File: config.mk
export PLATFORM = sky130hd
export DESIGN_NAME = module_controlador_memoria
export DESIGN_NICKNAME = d
export VERILOG_FILES = /design/src/rtl/module_controlador_memoria.sv
export SDC_FILE = /design/constraint.sdc
export NUM_CORES = 1
export LEC_CHECK = 0
export ABC_AREA = 1
export BUFFER_PORTS_ARGS = -buffer_cell sky130_fd_sc_hd__buf_2
export CORE_MARGIN = 2
export CORE_UTILIZATION = 45
export DETAILED_ROUTE_END_ITERATION = 10
export PLACE_DENSITY = 0.8
export SLEW_MARGIN = 40
export SYNTH_ARGS = -nofsm -noshare
export SYNTH_HDL_FRONTEND = slang
export SYNTH_SLANG_ARGS = --single-unit
export TNS_END_PERCENT = 20
File: constraint.sdc
create_clock -name clk_i -period 1.75 [get_ports clk_i]
set_input_delay 0.35 -clock clk_i [delete_from_list [all_inputs] [get_ports clk_i]]
set_output_delay 0.35 -clock clk_i [all_outputs]
set_load 0.02 [all_outputs]
File: src/rtl/module_controlador_memoria.sv
// Sequencing master for a 64x32 data memory: single reads/writes, one-cycle done pulse.
// Define CTRL_MEM_RMW_EN to perform byte-masked stores as read-modify-write.
module module_controlador_memoria #(
  parameter int WORDS = 64
) (
  input  logic        clk_i,
  input  logic        rst_i,
  input  logic        req_i,
  input  logic        we_req_i,
  input  logic [7:0]  addr_i,
  input  logic [31:0] wdata_i,
  input  logic [3:0]  be_i,
  output logic [31:0] rdata_o,
  output logic        done_o,
  output logic        busy_o,
  output logic        mem_we_o,
  output logic [7:0]  mem_addr_o,
  output logic [31:0] mem_wdata_o,
  input  logic [31:0] mem_rdata_i
);
  localparam int IW = $clog2(WORDS);

  typedef enum logic [2:0] {
    S_IDLE, S_READ, S_WRITE, S_DONE
`ifdef CTRL_MEM_RMW_EN
    , S_RMW_RD, S_RMW_WR
`endif
  } state_t;

  state_t          r_state, w_next;
  logic [IW-1:0]   r_addr;
  logic [31:0]     r_wdata;
  logic [31:0]     r_rdata;
`ifdef CTRL_MEM_RMW_EN
  logic [3:0]      r_be;
  logic [31:0]     r_merge;
  logic [31:0]     w_merged;
`else
  logic            w_unused_be;
  assign w_unused_be = ^be_i;
`endif
  // Byte offset never selects a word.
  logic            w_unused_addr;
  assign w_unused_addr = ^addr_i[1:0];

  always_ff @(posedge clk_i) begin
    if (rst_i) begin
      r_state <= S_IDLE;
      r_addr  <= '0;
      r_wdata <= '0;
      r_rdata <= '0;
`ifdef CTRL_MEM_RMW_EN
      r_be    <= '0;
      r_merge <= '0;
`endif
    end else begin
      r_state <= w_next;
      if (r_state == S_IDLE && req_i) begin
        r_addr  <= addr_i[IW+1:2];
        r_wdata <= wdata_i;
`ifdef CTRL_MEM_RMW_EN
        r_be    <= be_i;
`endif
      end
      if (r_state == S_READ) r_rdata <= mem_rdata_i;
`ifdef CTRL_MEM_RMW_EN
      if (r_state == S_RMW_RD) r_merge <= mem_rdata_i;
`endif
    end
  end

`ifdef CTRL_MEM_RMW_EN
  always_comb begin
    w_merged = r_merge;
    for (int k = 0; k < 4; k++)
      if (r_be[k]) w_merged[8*k +: 8] = r_wdata[8*k +: 8];
  end
`endif

  always_comb begin
    w_next      = r_state;
    mem_we_o    = 1'b0;
    mem_wdata_o = '0;
    unique case (r_state)
      S_IDLE: begin
        if (req_i) begin
          if (!we_req_i) w_next = S_READ;
`ifdef CTRL_MEM_RMW_EN
          else if (be_i == 4'hF || be_i == 4'h0) w_next = S_WRITE;
          else w_next = S_RMW_RD;
`else
          else w_next = S_WRITE;
`endif
        end
      end
      S_READ: w_next = S_DONE;
      S_WRITE: begin
`ifdef CTRL_MEM_RMW_EN
        mem_we_o = (r_be != 4'h0);
`else
        mem_we_o = 1'b1;
`endif
        mem_wdata_o = r_wdata;
        w_next      = S_DONE;
      end
`ifdef CTRL_MEM_RMW_EN
      S_RMW_RD: w_next = S_RMW_WR;
      S_RMW_WR: begin
        mem_we_o    = 1'b1;
        mem_wdata_o = w_merged;
        w_next      = S_DONE;
      end
`endif
      S_DONE:  w_next = S_IDLE;
      default: w_next = S_IDLE;
    endcase
  end

  assign rdata_o    = r_rdata;
  assign done_o     = (r_state == S_DONE);
  assign busy_o     = (r_state != S_IDLE);
  assign mem_addr_o = 8'(r_addr);

endmodule
### After elaboration in Yosys (flattened, before gate mapping)

Index checks and enable logic that the tools add are counted.

* equal/unequal tests: 4
* mux-type cells: 5
* reductions and logical operators: 4

Operators with widths (count)
* $mux W32: 1
* $eq A3 B2 Y1 const B: 2
* $pmux W3 S2: 1
* $eq A3 B1 Y1 const B: 1
* $logic_not A3 Y1: 1
* $mux W3: 1
* $reduce_bool A3 Y1: 1
* $mux W2: 1
* $ne A2 B2 Y1 const B: 1
* $reduce_or A2 Y1: 1
* $logic_and A1 B1 Y1: 1
* $mux W1: 1

* register bits after elaboration: 73
* input port bits: 80

### Depth between registers and ports, before layout

* depth in word-level cells: 3
* mapped depth: 8
* depth with buffers taken out: 6

### Least setup slack after synthesis

OpenSTA, ideal clock, no wires.

* kind: register to output
* start: register r_state[0]
* end: output port mem_wdata_o[0]
* arrival time: 1.264 ns
* required time: 1.400 ns
* slack: 0.136 ns
* stages on the path, launching flop included: 6
* buffers on the path: 1
* cell sequence: dfxtp_1 inv_1 ha_1 clkbuf_1 nand2_1 inv_1

* longest elaborated chain between the ends: 2

RTL lines
* start, declared: line 30 `state_t r_state, w_next;`
* start signal, assigned: line 57 `r_state <= w_next;`
* $eq A3 B2 Y1: line 84 `unique case (r_state)`
* $mux W32: line 84
* end, declared: line 18 `output logic [31:0] mem_wdata_o,`

No other way between the ends.

### Final worst setup path

* start: register r_state[0]
* end: output port mem_wdata_o[29]

The elaborated chain is that of the path after synthesis.

==> impl_metrics.toml <==
[cells_and_area]
syn2layout_area_growth_pct = 35.4
diodes = 0
nNetsFinal = 625
num-fill-cells = 564
stdcell_count = 622
layout-drive-gt1-share_pct = 39.8
finalCoreUtilization_pct = 63.4
final_area_um2 = 4050

[timing]
fin_worst_skew_ns = 0.0153
finalHoldViolCount = 0
setup_viol = 0
setup-tns-final_ns = 0
finalMaxSlewViolations = 0
post-route-min-period_ns = 1.69
period_share_pct = 96.7
maxClockFrequency_mhz = 591
worst_slack_ns = 0.0585
rsz0062_at_grt = "false"

[critical_path]
r2r-end = "r_wdata[11]"
slowest_stage = "dfxtp_2"
rrSetupSlack_ns = 0.28
r2r_start = "r_state[1]"
max_stage_delay_ns = 0.32
cpLargestDelayFamily = "buffers and inverters"
cp_data_arrival_time_ns = 1.34
cp.required_ns = 1.40
cp_num_cells = 6
end_kind = "output pin"
crit_type = "register to output pin"
path_cells = "inv_2 > ha_4 > buf_12 > nand2_1 > inv_1 > buf_2"
reg2reg_depth = 6
startpoint = "r_state[0]"
worst-path-buf-inv = 4
start_kind = "register"
critPathMaxFanout = 17

[floorplanning]
core_area_um2 = 6390
die_y_um = 85.5
fp.dieW_um = 85.5
ios = 155
dieArea_um2 = 7310
initial_core_util_pct = 46.8
rows = 29

[drt]
drc = 0
wl_per_cell_um = 12.0
routed-via-count = 2964
viasPerCell = 4.77
antenna_left = 0
firstDrtPassIters = 4
wirelength_um = 7440
drt_first_iter_violations = 92

[global_routing]
grt_overflow = 0
grt_util_all_layers_pct = 20.6
grt_max_degree = 39
grt_pass1_wl_um = 12300
grt_pass1_vias = 2916
antenna_found_initial = 0

[pwr]
internal_power_uw = 3420
sw_frac_of_total_pct = 38.0
ir_drop_mv = 0.931
clkPwrFrac_pct = 24.2
p_leak_uw = 0.00212
p_seq_share_pct = 39.8
p_per_area_nw_per_um2 = 1360
p_comb_share_pct = 36.0
p_switching_uw = 2090

[synth]
avgSynthCellArea_um2 = 7.46
syn_inst = 401
synth.distinct_cells = 16
ys_seq_area_share_pct = 48.2
synth_area_um2 = 2990
ys_ff_latch = 72
synth-warning-count = 0

[clocking]
cts_sinks = 72
clockRootBuffer = "clkbuf_8"
ctsHoldBuffers = 0
clock_path_buffers = 2
clk_pin_slew_ns = 0.08
cts_made_buffers = 9
cts_tree = "done"
h-tree-depth = 3
clk_latency_ns = 0.34

[hold_path]
hp-class = "primary input to register"
hold_end = "r_wdata[30]"
min-delay-start = "wdata_i[30]"
min_path_cells = 3

[status]
status = "completed"

[job]
maxCapViolCount = 0

[place]
dpl_cell_area_um2 = 3740
dpl.hpwl_um = 5000
port_buffers = 146
gp_congestion = 0.802
dp_slack_ns = 0.106
dp_cells = 604
## flip-flops by register name (all words and copies together), names as in the netlist
name / flops
r_addr: 6
r_wdata: 32
rdata_o: 32
r_state: 2
## area by class of cell
class / count / area [um^2] / share of cell area [%]
Clock buffer: 10 / 138 / 3.40
Clock inverter: 6 / 66.3 / 1.64
Inverter: 40 / 153 / 3.77
Multi-Input combinational cell: 262 / 1260 / 31.1
Sequential cell: 72 / 1450 / 35.7
Tap cell: 77 / 96.3 / 2.38
Timing Repair Buffer: 155 / 892 / 22.0
## per-layer routing
metal  wire length, um  vias up  track usage (%)
met1              3030     1343             22.7
met5                 0        -                0
li1                  -     1495                -
met4                74        0             7.79
met2              3640      119             36.9
met3               705        7             6.64
## cell usage in the layout, fill, tap and decap left out
master        n
buf_2       128
dfxtp_4       1
inv_2         1
buf_6         1
nand2_1     160
ha_4          1
inv_1        38
clkinvlp_4    3
bufinv_16     1
clkbuf_8     10
buf_4        23
buf_16        1
buf_12        2
conb_1        2
clkinv_2      1
nor2_1        1
nand2_2      21
a21oi_1      53
a21oi_2      20
dfxtp_2       1
dfxtp_1      70
inv_6         1
inv_4         1
ha_1          4
## cells in the mapped netlist, drive strengths merged
cell	number	share of area [%]
a21oi	73	15
dfxtp	72	48
buf	16	3.7
nand2	181	24
inv	40	5.0
nor2	1	0.13
clkbuf	12	1.5
conb	1	0.13
ha	5	2.1
## worst register-to-register path, delay by kind of cell, from the launching register on
family | cells | cell delay, ns
compound gates | 1 | 0.17
buf+inv | 2 | 0.43
flops | 1 | 0.38
fa+ha+maj | 1 | 0.20
simple gates | 2 | 0.24
## cells by family after synthesis
family	after synthesis	share of synthesized area [%]
buffers and inverters	68	10.3
flip-flops	72	48.2
AND/OR/NAND/NOR	182	24.6
other	1	0.125
AO/OA/AOI/OAI	73	14.7
adder cells (fa/ha/maj)	5	2.09
## worst max path at each step
stage / endpoint
after global placement: r_addr[3]
after global routing: mem_wdata_o[7]
after CTS: busy_o
final: mem_wdata_o[29]
after detailed placement: r_wdata[31]
after floorplan: mem_wdata_o[0]
## per-stage QoR
step | hold WS, ns | power (uW)
2_1_floorplan | 0.444 | 3540
3_3_place_gp | 0.444 | 4030
3_5_place_dp | 0.449 | 4090
4_1_cts | 0.237 | 5540
5_1_grt | 0.231 | 5850
6_report | 0.251 | 5510
## power by group through the flow
| stage | registers (uW) | logic, uW | clock network (uW) |
|---|---|---|---|
| finish | 2190 | 1980 | 1330 |
| global route | 2240 | 2180 | 1430 |
| CTS | 2190 | 1990 | 1360 |
| detailed placement | 2220 | 1870 | 0 |
| global placement | 2200 | 1830 | 0 |
| floorplan | 2450 | 1090 | 0 |
## timing repair
action | 4_1_cts | 5_1_grt
gates resized for setup | 22 | 6
pin swaps | 0 | 0
cloned | 1 | 0
setup buffers | 1 | 0
endpoints found under the setup margin | 34 | 10
(Power assumes the default switching activity.)
